<file path="src/rtl/cdb_arbiter.sv">
// cdb_arbiter: round-robin arbiter for the common data bus (CDB).
// N_REQ result producers compete for one {tag,data} broadcast per cycle.
// The search starts at rr_ptr_q and the pointer moves just past each winner,
// so a held request is granted within N_REQ cycles.
// Optional build macro CDB_ARB_OUTREG_EN adds a registered output stage
// (latency 1). Without it the winner's payload drives the bus in the same cycle.
// The tag width comes from the global ROB_WIDTH macro.

`ifndef ROB_WIDTH
`define ROB_WIDTH 6
`endif

module cdb_arbiter #(
    parameter int N_REQ  = 4,
    parameter int DATA_W = 32
) (
    input  logic                         clk,
    input  logic                         reset_n,
    input  logic                         flush,
    input  logic [N_REQ-1:0]             req_valid,
    input  logic [N_REQ*`ROB_WIDTH-1:0]  req_tag,
    input  logic [N_REQ*DATA_W-1:0]      req_data,
    output logic [N_REQ-1:0]             req_ready,
    output logic                         cdb_valid,
    output logic [`ROB_WIDTH-1:0]        cdb_tag,
    output logic [DATA_W-1:0]            cdb_data
);

    localparam int TAG_W = `ROB_WIDTH;
    localparam int PTR_W = (N_REQ > 1) ? $clog2(N_REQ) : 1;

    typedef struct packed {
        logic              valid;
        logic [TAG_W-1:0]  tag;
        logic [DATA_W-1:0] data;
    } beat_t;

    logic [PTR_W-1:0] rr_ptr_q;
    logic [PTR_W-1:0] rr_ptr_d;
    logic             arb_en;
    logic             grant_any;
    logic [PTR_W-1:0] win_idx;
    logic [N_REQ-1:0] grant;
    beat_t            beat_d;

    // Reset and flush both block arbitration; reset also clears state.
    assign arb_en = reset_n & ~flush;

    // Port index reached by stepping 'off' places from 'base', wrapping at N_REQ.
    function automatic logic [PTR_W-1:0] rot_idx(input logic [PTR_W-1:0] base,
                                                 input int off);
        int s;
        s = (int'(base) + off) % N_REQ;
        return PTR_W'(s);
    endfunction

    // Winner search: the first valid port found scanning forward from rr_ptr_q.
    always_comb begin
        // NOTE: every output of a combinational block gets a default first,
        // so no path leaves it unassigned and no latch is inferred.
        grant_any = 1'b0;
        win_idx   = '0;
        for (int k = 0; k < N_REQ; k++) begin
            // NOTE: blocking '=' here, so later iterations see the updated
            // grant_any. Clocked blocks below use '<=' only.
            if (!grant_any && arb_en && req_valid[rot_idx(rr_ptr_q, k)]) begin
                grant_any = 1'b1;
                win_idx   = rot_idx(rr_ptr_q, k);
            end
        end
    end

    // One-hot grant decode. The pointer moves past the winner and holds otherwise.
    always_comb begin
        grant    = '0;
        rr_ptr_d = rr_ptr_q;
        if (grant_any) begin
            grant[win_idx] = 1'b1;
            rr_ptr_d = (win_idx == PTR_W'(N_REQ - 1)) ? '0 : win_idx + PTR_W'(1);
        end
    end

    assign req_ready = grant;

    // Winner payload. It is forced to zero when there is no grant, so the bus never carries stale data.
    always_comb begin
        beat_d = '0;
        if (grant_any) begin
            beat_d.valid = 1'b1;
            beat_d.tag   = req_tag[int'(win_idx)*TAG_W +: TAG_W];
            beat_d.data  = req_data[int'(win_idx)*DATA_W +: DATA_W];
        end
    end

    // Round-robin pointer register.
    always_ff @(posedge clk) begin
        // NOTE: reset is synchronous. It is sampled only on the clock edge.
        if (!reset_n) begin
            rr_ptr_q <= '0;
        end else begin
            rr_ptr_q <= rr_ptr_d;
        end
    end

`ifdef CDB_ARB_OUTREG_EN
    beat_t out_q;

    // Registered output stage. It captures this cycle's winner for the next cycle's beat.
    always_ff @(posedge clk) begin
        if (!reset_n) begin
            out_q <= '0;
        end else begin
            out_q <= beat_d;
        end
    end

    // Flush also kills the beat already captured, so that beat never reaches the consumers.
    always_comb begin
        cdb_valid = out_q.valid & arb_en;
        cdb_tag   = cdb_valid ? out_q.tag  : '0;
        cdb_data  = cdb_valid ? out_q.data : '0;
    end
`else
    // Same-cycle broadcast of the winner's payload.
    always_comb begin
        cdb_valid = beat_d.valid;
        cdb_tag   = beat_d.tag;
        cdb_data  = beat_d.data;
    end
`endif

endmodule

</file>
<file path="config.mk">
export PLATFORM = sky130hd
export DESIGN_NAME = cdb_arbiter
export DESIGN_NICKNAME = d
export VERILOG_FILES = /design/src/rtl/cdb_arbiter.sv
export SDC_FILE = /design/constraint.sdc
export NUM_CORES = 1
export LEC_CHECK = 0
export BUFFER_PORTS_ARGS = -buffer_cell sky130_fd_sc_hd__buf_4
export CORE_MARGIN = 10
export CORE_UTILIZATION = 39
export DETAILED_ROUTE_END_ITERATION = 8
export PLACE_DENSITY = 0.91
export SLEW_MARGIN = 10
export SYNTH_ARGS = -nofsm -noshare
export SYNTH_HDL_FRONTEND = slang
export SYNTH_SLANG_ARGS = --single-unit
</file>
<file path="constraint.sdc">
create_clock -name clk -period 4.38 [get_ports clk]
set_input_delay 0.219 -clock clk [delete_from_list [all_inputs] [get_ports clk]]
set_output_delay 0.219 -clock clk [all_outputs]
set_load 0.01 [all_outputs]
</file>
---- Word level (Yosys, flattened, before mapping) ----
Index checks and enable logic that the tools add are counted.
operators by class
  eq/ne operators ......................... 1
  muxes and demuxes ....................... 21
  reduce and logical (&&, ||, !) cells .... 11
  bitwise gates (word level) .............. 2
  shifts and indexed selects .............. 2
  magnitude comparators ................... 6
  multipliers ............................. 1
  add/subtract/negate cells ............... 4
operator list
  operator             count
  $shiftx 128x8->32    1
  $mux 39              1
  $shiftx 24x6->6      1
  $lt 2x3->1 const B   5
  $mux 2               5
  $mux 1               9
  $bmux 1 s2           4
  $logic_and 1x1->1    8
  $add 2x1->2 const B  2
  $add 2x2->2 const B  2
  $mul 2x2->4 const B  1
  $mux 4               1
  $logic_not 1->1      3
  $demux 1 s2          1
  $eq 2x2->1 const B   1
  $ge 2x1->1 const B   1
  $and 1x1->1          1
  $not 1->1            1
storage, ports and cells
  output and inout port bits .............. 43
  bits of input ports ..................... 159
  register bits ........................... 2

---- Depth between registers and ports, before layout ----
Gate-level depths: netlist of the first run.
  depth after elaboration ................. 21
  gate-level depth with buffers ........... 8
  depth with buffers taken out ............ 7

---- Worst setup path after synthesis of the first run ----
OpenSTA, ideal clock, no wires.
  path kind ............................... reg-to-output
  start point ............................. reg rr_ptr_q[1]
  end point ............................... out req_ready[2]
  stages on the path, launching flop included .. 8
  arrival ................................. 1.591 ns
  setup slack ............................. 2.570 ns
  cells stage by stage .................... dfxtp_1 > nand2b_1 > a21o_2 > and2_1 > buf_2 > buf_4 > buf_4 > nor3_1
between the ends
  word-level cells in the longest chain between the ends .. 21
  elaborated cells between the ends (all ways) .. 35
  classes of those cells .................. add/sub (3); order compare (2); mux (19); reduce/logical (11)
ends and longest elaborated chain
  element                                                         line  text
  start: declaration                                              38    logic [PTR_W-1:0] rr_ptr_q;
  start signal: assignment                                        101   rr_ptr_q <= rr_ptr_d;
  $bmux 1 s2                                                      66    if (!grant_any && arb_en && req_valid[rot_idx(rr_ptr_q, k)]) begin
  $mux 1 (implied by the code)                                    66
  $logic_and 1x1->1                                               66
  $mux 1                                                          66
  $logic_not 1->1                                                 66
  $logic_and 1x1->1 (2 in a row)                                  66
  $mux 1                                                          66
  $logic_not 1->1                                                 66
  [3 not listed]                                                  n/a
  $logic_not 1->1                                                 66
  $logic_and 1x1->1 (2 in a row)                                  66
  $mux 2                                                          66
  $lt 2x3->1 (implied by the code) or $ge 2x1->1 (tied branches)  78    grant[win_idx] = 1'b1;
  $logic_and 1x1->1 (implied by the code)                         78
  $mux 1 (implied by the code)                                    78
  $demux 1 s2                                                     78
  $mux 4 *                                                        77    if (grant_any) begin
  end: declaration                                                23    output logic [N_REQ-1:0] req_ready,
Mark *: on every way between the ends. The rest lies on a longest branch, timed or not. The select of a mux whose other input is x is not followed.

---- Worst setup path in the final report of the first run ----
  start point ............................. reg rr_ptr_q[1]
  end point ............................... out cdb_data[8]
between the ends
  word-level cells in the longest chain between the ends .. 18
  elaborated cells between the ends (all ways) .. 31
  classes of those cells .................. add/sub (3); shift (1); mux (17); reduce/logical (10)
ends and longest elaborated chain
  element                         line  text
  $bmux 1 s2                      66
  $mux 1 (implied by the code)    66
  $logic_and 1x1->1               66
  $mux 1                          66
  $logic_not 1->1                 66
  $logic_and 1x1->1 (2 in a row)  66
  $mux 1                          66
  $logic_not 1->1                 66
  $logic_and 1x1->1 (2 in a row)  66
  $mux 1                          66
  $logic_not 1->1                 66
  $logic_and 1x1->1 (2 in a row)  66
  $mux 2                          66
  $shiftx 128x8->32               91    beat_d.data = req_data[int'(win_idx)*DATA_W +: DATA_W];
  $mux 39 *                       88    if (grant_any) begin
  end: declaration                26    output logic [DATA_W-1:0] cdb_data
Marked as above.

==> results of run 1 <==
-- final cells by class --
type / count / area (sq um)
clock buffer: 3 / 41.3
fill: 404 / 1300
multi-input combinational: 296 / 1700
sequential: 2 / 40.0
tap: 67 / 83.8
timing repair buffer: 208 / 1560
-- worst max-delay path: cells and delay by family, from the launching register on --
family                 cells  cell delay [ps]
multiplexers               1              280
AND/OR/NAND/NOR            2              870
AO/OA/AOI/OAI              2              280
flip-flops                 1              400
buffers and inverters      2              580
-- routing by layer --
metal	wire [microns]	part of all wire (%)	GRT usage [%]	up-vias
met5	0	0	0	-
li1	-	-	-	1533
met3	963	9.9	8.06	10
met1	3570	37	21.4	1413
met4	110	1.1	3.18	0
met2	5100	52	40.5	146
-- cell families (layout without fill, tap and decap cells) --
family,count (synthesis),after routing,synth area share (%)
buffers and inverters,37,211,9.66
adder cells (fa/ha/maj),1,1,0.657
flip-flops,2,2,2.10
AO/OA/AOI/OAI,82,82,27.5
AND/OR/NAND/NOR,174,174,37.1
multiplexers,39,39,23.0
-- path summary, 6_finish.rpt --
kind                            slack (ps)  cells past startpoint     endpoint
worst min register to register         590                      2  rr_ptr_q[1]
worst max-delay path                  1520                      7  cdb_data[8]
worst max register to register        2480                      7  rr_ptr_q[1]
worst min-delay path                   260                      2  rr_ptr_q[1]
-- synth_stat cells, types with 3 or more instances --
| master | count | share of area [%] |
|---|---|---|
| nand2_1 | 155 | 31 |
| o22ai_1 | 76 | 25 |
| mux2_2 | 38 | 22 |
| buf_2 | 15 | 3.9 |
| clkbuf_1 | 14 | 2.8 |
| buf_4 | 5 | 2.0 |
| nor2_1 | 4 | 0.79 |
| nand2b_1 | 3 | 0.99 |
-- layout by cell type, fill, tap and decap left out, drive strengths merged --
cell type and instances:
nand2b 3, nor3 2, a21oi 3, and2 2, nor2 4, ha 1
nor3b 2, a21o 1, mux2i 1, o22ai 76, o21bai 1, buf 208
or2 1, mux2 38, o21ai 1, dfxtp 2, clkbuf 3, nand2 155
nor4 3, nor2b 2
-- per-stage QoR --
step	worst slack (ps)	instances	hold WS, ps
detailed placement	1730	573	467
global placement	1790	573	456
global route	1370	576	282
finish	1520	576	257
CTS	1520	576	257
floorplan	2570	335	347
-- where the power goes --
part / leakage [nW] / total, mW / switching [mW] / internal [mW]
Sequential: 0.0163 / 0.0204 / 0.00109 / 0.0194
Combinational: 1.53 / 0.325 / 0.139 / 0.186
Clock: 0.0216 / 0.0714 / 0.0134 / 0.0580
Total: 1.57 / 0.417 / 0.154 / 0.263
==> impl_metrics.tcl, run 1 <==
set metrics [dict create \
    insertedDiodeCount 0 \
    drive_above_1_share_pct 50.1 \
    fp.dieW_microns 89.9 \
    top_register "rr_ptr_q" \
    yosysSeqAreaShare_pct 2.10 \
    tns_ps 0 \
    grt_max_degree 48 \
    synthFlopType "dfxtp_1" \
    grt.total_usage_pct 21.1 \
    synth_edf_count 0 \
    p_per_area_nw_per_um2 122 \
    hold_class "in -> reg" \
    drc_errors 0 \
    post-cts-setup-buffer-count 0 \
    htreeDepth 1 \
    tightest_slew_ps 890 \
    timing.rr.start "rr_ptr_q[1]" \
    critPathRequiredTime_ps 4160 \
    path_cells "nand2b_1 -> a21o_2 -> and2_2 -> buf_4 -> o22ai_1 -> mux2_2 -> buf_4" \
    critical_path_class "reg -> out" \
    dieArea_sq_um 8070 \
    placed_area_sq_um 3380 \
    drtIter0Drc 126 \
    final.min_clock_period_ps 2860 \
    grt_pass1_wl_microns 14700 \
    async_flop_share_pct 0 \
    fin_nets 671 \
    cts_hold_buf 0 \
    clk_latency_ps 210 \
    start_kind "register" \
    largestRegisters "rr_ptr_q: 2 flops" \
    fin_skew_ps 1.87 \
    synth_area_per_cell_sq_um 5.68 \
    cts.reportedPaths.clkPinSlew_ps 30 \
    ir_drop_mv 0.0826 \
    maxCapViolCount 0 \
    routabilityCongestion 0.889 \
    num_rows 25 \
    die_h_microns 89.9 \
    crit_fanout 47 \
    yosysUniqueCellTypes 25 \
    grt_setup_unrepaired "no" \
    syn2layout_area_growth_pct 79.8 \
    start_util_pct 40.3 \
    hold_violations 0 \
    setup_viol_count_final 0 \
    synth_nets 495 \
    clock_path_buffers 2 \
    antenna_left 0 \
    synthesis.area_sq_um 1900 \
    yosysWarnings 0 \
    largest_reg_flops 2 \
    antenna_found_initial 0 \
    worstPathArrival_ps 2650 \
    ys_seq_elements 2 \
    max_freq_mhz 349 \
    grt_pass1_vias 2982 \
    cts_root_buffer "clkbuf_8" \
    slew-limit-headroom_pct 40.5 \
    finalPower_mw 0.417 \
    worstHoldStart "reset_n" \
    wirelength_microns 9750 \
    cts_tree "yes" \
    synth_cells 335 \
    utilization_pct 72.5 \
    post_cts_resized 0 \
    clock-sinks 2 \
    status "finished, final reports clean" \
    postLayoutCellArea_sq_um 3420 \
    power.leakage_nw 1.57 \
    critPathSlowestCell "and2_2" \
    finalCritPeriodShare_pct 65.4 \
    via_per_inst 5.39 \
    slowest_delay_ps 710 \
    finalMaxSlewViolations 0 \
    endpoint_kind "output port" \
    drtPass1Iterations 4 \
    core-area_sq_um 4720 \
    cp_common_cell "buf_4" \
    overflow 0 \
    dp_hpwl_microns 7710 \
    cts_buffers 3 \
    drt-wirelength-per-cell_microns 16.9 \
    critPathLaunch "rr_ptr_q[1]" \
    vias 3102 \
    port_buffers 201 \
    io_pins 202 \
]
(Power assumes the default switching activity.)
==> inputs of run 2 (changes only) <==
- CORE_UTILIZATION: 39 -> 33
- PLACE_DENSITY: 0.91 -> 0.82
- clock period: 4.38 -> 2.4 ns (I/O delays scaled with it)
==> run 2 against run 1 <==
Global-route usage decreased by 1.1 points. Clock power increased by 92%. Hold slack got worse by 78 ps. Die area increased by 14%. Critical endpoint is now cdb_data[30].
==> impl_metrics.tcl, run 2 (synthesis results as in run 1) <==
set metrics [dict create \
    finalPower_mw 0.786 \
    drive_above_1_share_pct 51.0 \
    grt.total_usage_pct 20.0 \
    power.leakage_nw 1.63 \
    drtIter0Drc 131 \
    endpoint_kind "output port" \
    utilization_pct 63.6 \
    num_rows 27 \
    port_buffers 201 \
    clock_path_buffers 2 \
    syn2layout_area_growth_pct 85.0 \
    die_h_microns 95.9 \
    cts_buffers 3 \
    setup_viol_count_final 0 \
    drtPass1Iterations 4 \
    gr-usage-met3_pct 8.48 \
    cts_tree "yes" \
    final_common_cell "buf_4" \
    finalMaxSlewViolations 0 \
    grt-busiest-layer "met2" \
    grt_max_degree 53 \
    grt_setup_unrepaired "no" \
    cts_root_buffer "clkbuf_8" \
    antenna_found_initial 0 \
    max_freq_mhz 456 \
    tns_ps 0 \
    grt_pass1_vias 3091 \
    maxCapViolCount 0 \
    dp_hpwl_microns 7920 \
    largestRegisters "rr_ptr_q: 2 flops" \
    hold_class "in -> reg" \
    slowest_delay_ps 340 \
    htreeDepth 1 \
    grt_pass1_wl_microns 15200 \
    wirelength_microns 10200 \
    clock-sinks 2 \
    antenna_left 0 \
    tightest_slew_ps 591 \
    use_met1_pct 21.2 \
    critical_path_class "reg -> out" \
    post_cts_resized 0 \
    overflow 0 \
    worstPathArrival_ps 2070 \
    layout_common_cells "buf_4, nand2_1, o22ai_1" \
    start_kind "register" \
    cts.reportedPaths.clkPinSlew_ps 30 \
    largest_reg_flops 2 \
    status "finished, final reports clean" \
    hold_violations 0 \
    vias 3117 \
    insertedDiodeCount 0 \
    path_cells "nand2b_1 -> a21o_2 -> a21oi_4 -> buf_4 -> o22ai_1 -> mux2_2 -> buf_4" \
    dieArea_sq_um 9200 \
    finalCritPeriodShare_pct 91.3 \
    cp_common_cell "buf_4" \
    routabilityCongestion 0.843 \
    p_per_area_nw_per_um2 223 \
    top_register "rr_ptr_q" \
    fp.dieW_microns 95.9 \
    critPathRequiredTime_ps 2280 \
    fin_nets 680 \
    clk_latency_ps 220 \
    drc_errors 0 \
    ff2ff_setup_slack_ps 520 \
    drt-wirelength-per-cell_microns 17.2 \
    crit_fanout 19 \
    ir_drop_mv 0.121 \
    start_util_pct 34.3 \
    final.min_clock_period_ps 2190 \
    io_pins 202 \
    critPathSlowestCell "dfxtp_1" \
    slew-limit-headroom_pct 60.3 \
    grt_util_met2_pct 36.4 \
    core-area_sq_um 5540 \
    fin_skew_ps 1.21 \
    via_per_inst 5.28 \
]
## run 2: changes by cell type in the layout (fill, tap and decap cells not counted)
cell	before	now
buf_4	208	215
buf_12	0	2
## run 2: per-stage QoR
step                      std cells  setup slack (ps)  hold WS, ps  area (sq um)
final                           590               208          179          3520
after CTS                       585               115          170          3480
after detailed placement        582               346          390          3440
after global placement          582               425          367          3440
after global routing            590              77.6          191          3520
after floorplan                 335               684          248          1900
## run 2: where the power goes
group / switching [mW] / internal (mW)
logic: 0.260 / 0.352
clock network: 0.0302 / 0.106
registers: 0.00200 / 0.0353
## run 2: final cells by class
type                    count  area (sq um)
fillers                   522          2020
multi-input cells         296          1700
repair buffers            217          1650
well taps                  72          90.1
clock buffers               3          41.3
flip-flops and latches      2          40.0
## run 2: critical path: cells and delay by family (launching register included)
kind                   cells  cell delay [ps]
AO/OA/AOI/OAI              3              620
buffers and inverters      2              440
flip-flops                 1              340
multiplexers               1              280
AND/OR/NAND/NOR            1              170
## run 2: timing repair
action | CTS | global route
hold buffers | 0 | 0
setup endpoints to repair | 0 | 18
buffers inserted | 0 | 5
## run 2: final timing paths
path                            depth (start not counted)        start      endpoint
worst max register to register                          7  rr_ptr_q[1]   rr_ptr_q[1]
worst max-delay path                                    7  rr_ptr_q[1]  cdb_data[30]
worst min-delay path                                    3      reset_n   rr_ptr_q[0]
worst min register to register                          2  rr_ptr_q[0]   rr_ptr_q[0]
## run 2: metal layers
layer | wire length [microns] | part of all wire (%)
met1 | 3660 | 36
met2 | 5260 | 52
met3 | 1120 | 11
met4 | 133 | 1.3
met5 | 0 | 0
==> inputs of run 3 (changes only) <==
- MAX_ROUTING_LAYER: default -> met4
==> run 3 against run 2 <==
Clock power hardly changed. First-iteration DRC count is 19% higher. Sequential cell count stayed put. Non-clock buffer count stayed put. Utilization stayed put.
==> impl_metrics.tcl, run 3 (synthesis results as in run 1) <==
set metrics [dict create \
    status "finished, final reports clean" \
    port_buffers 201 \
    cts_tree "yes" \
    post_cts_resized 0 \
    cts_buffers 3 \
    drc_errors 0 \
    overflow 0 \
    start_kind "register" \
    grt.total_usage_pct 20.6 \
    drtPass1Iterations 4 \
    wirelength_microns 10200 \
    worstPathArrival_ps 2080 \
    ff2ff_setup_slack_ps 520 \
    numPlacedInstances 582 \
    tightest_slew_ps 588 \
    dp_hpwl_microns 7920 \
    insertedDiodeCount 0 \
    cts_root_buffer "clkbuf_8" \
    die_h_microns 95.9 \
    drt-wirelength-per-cell_microns 17.2 \
    maxCapViolCount 0 \
    drive_above_1_share_pct 51.0 \
    drtIter0Drc 156 \
    final_common_cell "buf_4" \
    core-area_sq_um 5540 \
    ir_drop_mv 0.120 \
    fin_skew_ps 1.15 \
    crit_fanout 19 \
    clock-sinks 2 \
    timing.rr.start "rr_ptr_q[1]" \
    grt_pass1_vias 3107 \
    hold-path-cell-count 3 \
    critical_path_class "reg -> out" \
    critPathRequiredTime_ps 2280 \
    io_pins 202 \
    fp.dieW_microns 95.9 \
    hold_violations 0 \
    clk_latency_ps 220 \
    antenna_left 0 \
    cts_hold_buf 0 \
    post-cts-setup-buffer-count 0 \
    dieArea_sq_um 9200 \
    via_per_inst 5.26 \
    syn2layout_area_growth_pct 85.0 \
    layout_common_cells "buf_4, nand2_1, o22ai_1" \
    grt_setup_unrepaired "no" \
    num_rows 27 \
    reg2reg_depth 7 \
    htreeDepth 1 \
    final.min_clock_period_ps 2200 \
    worstHoldStart "reset_n" \
    finalMaxSlewViolations 0 \
    utilization_pct 63.6 \
    vias 3103 \
    start_util_pct 34.3 \
    finalCritPeriodShare_pct 91.6 \
    tns_ps 0 \
    max_freq_mhz 455 \
    hold-path-endpoint "rr_ptr_q[0]" \
    routabilityCongestion 0.856 \
    p_per_area_nw_per_um2 223 \
    grt_pass1_wl_microns 15100 \
    hold_class "in -> reg" \
    slew-limit-headroom_pct 60.4 \
    endpoint_kind "output port" \
    clock_path_buffers 2 \
    fin_cells 590 \
    fin_nets 680 \
    rr_endpoint "rr_ptr_q[1]" \
    setup_viol_count_final 0 \
    antenna_found_initial 0 \
    largest_reg_flops 2 \
    power.leakage_nw 1.63 \
    cts.reportedPaths.clkPinSlew_ps 30 \
    largestRegisters "rr_ptr_q: 2 flops" \
    grt_max_degree 53 \
    top_register "rr_ptr_q" \
]
## run 3: cell counts in the layout (fill, tap and decap cells not counted)
Identical to the previous run, type by type.
## run 3: power by group
group,switching [mW],internal [mW],total [mW]
Clock,0.0297,0.106,0.136
Sequential,0.00201,0.0353,0.0373
Combinational,0.259,0.352,0.611
Total,0.291,0.493,0.784
## run 3: area by class of cell
class,instances,area (sq um)
flip-flops and latches,2,40.0
clock buffers,3,41.3
multi-input cells,296,1700
well taps,72,90.1
repair buffers,217,1650
fillers,522,2020
## run 3: worst max path at each step
stage / startpoint / endpoint / cells after the start
floorplan: rr_ptr_q[1] / rr_ptr_q[1] / 7
global placement: rr_ptr_q[1] / cdb_data[2] / 7
detailed placement: rr_ptr_q[1] / cdb_data[30] / 7
CTS: rr_ptr_q[1] / cdb_data[30] / 7
global route: rr_ptr_q[1] / cdb_data[15] / 7
finish: rr_ptr_q[1] / cdb_data[30] / 7
## run 3: through the flow
step | instance area, sq um | total power [mW] | setup WS, ps | hold slack [ps]
finish | 3520 | 0.784 | 201 | 178
global route | 3520 | 0.846 | 78.8 | 191
CTS | 3480 | 0.789 | 115 | 170
detailed placement | 3440 | 0.646 | 346 | 390
global placement | 3440 | 0.634 | 425 | 367
floorplan | 1900 | 0.323 | 684 | 248
## run 3: critical path, cell delays in order (launching register included)
cell	delay, ps
dfxtp_1	340
nand2b_1	170
a21o_2	240
a21oi_4	260
buf_4	290
o22ai_1	130
mux2_2	290
buf_4	150
## run 3: per-layer routing
layer | up-vias | global-route usage (%) | share of wire, %
met5 | - | - | 0
met2 | 133 | 36.3 | 51
met1 | 1414 | 23.1 | 40
met4 | 0 | 3.56 | 1.4
met3 | 12 | 5.37 | 7.6
li1 | 1544 | - | -
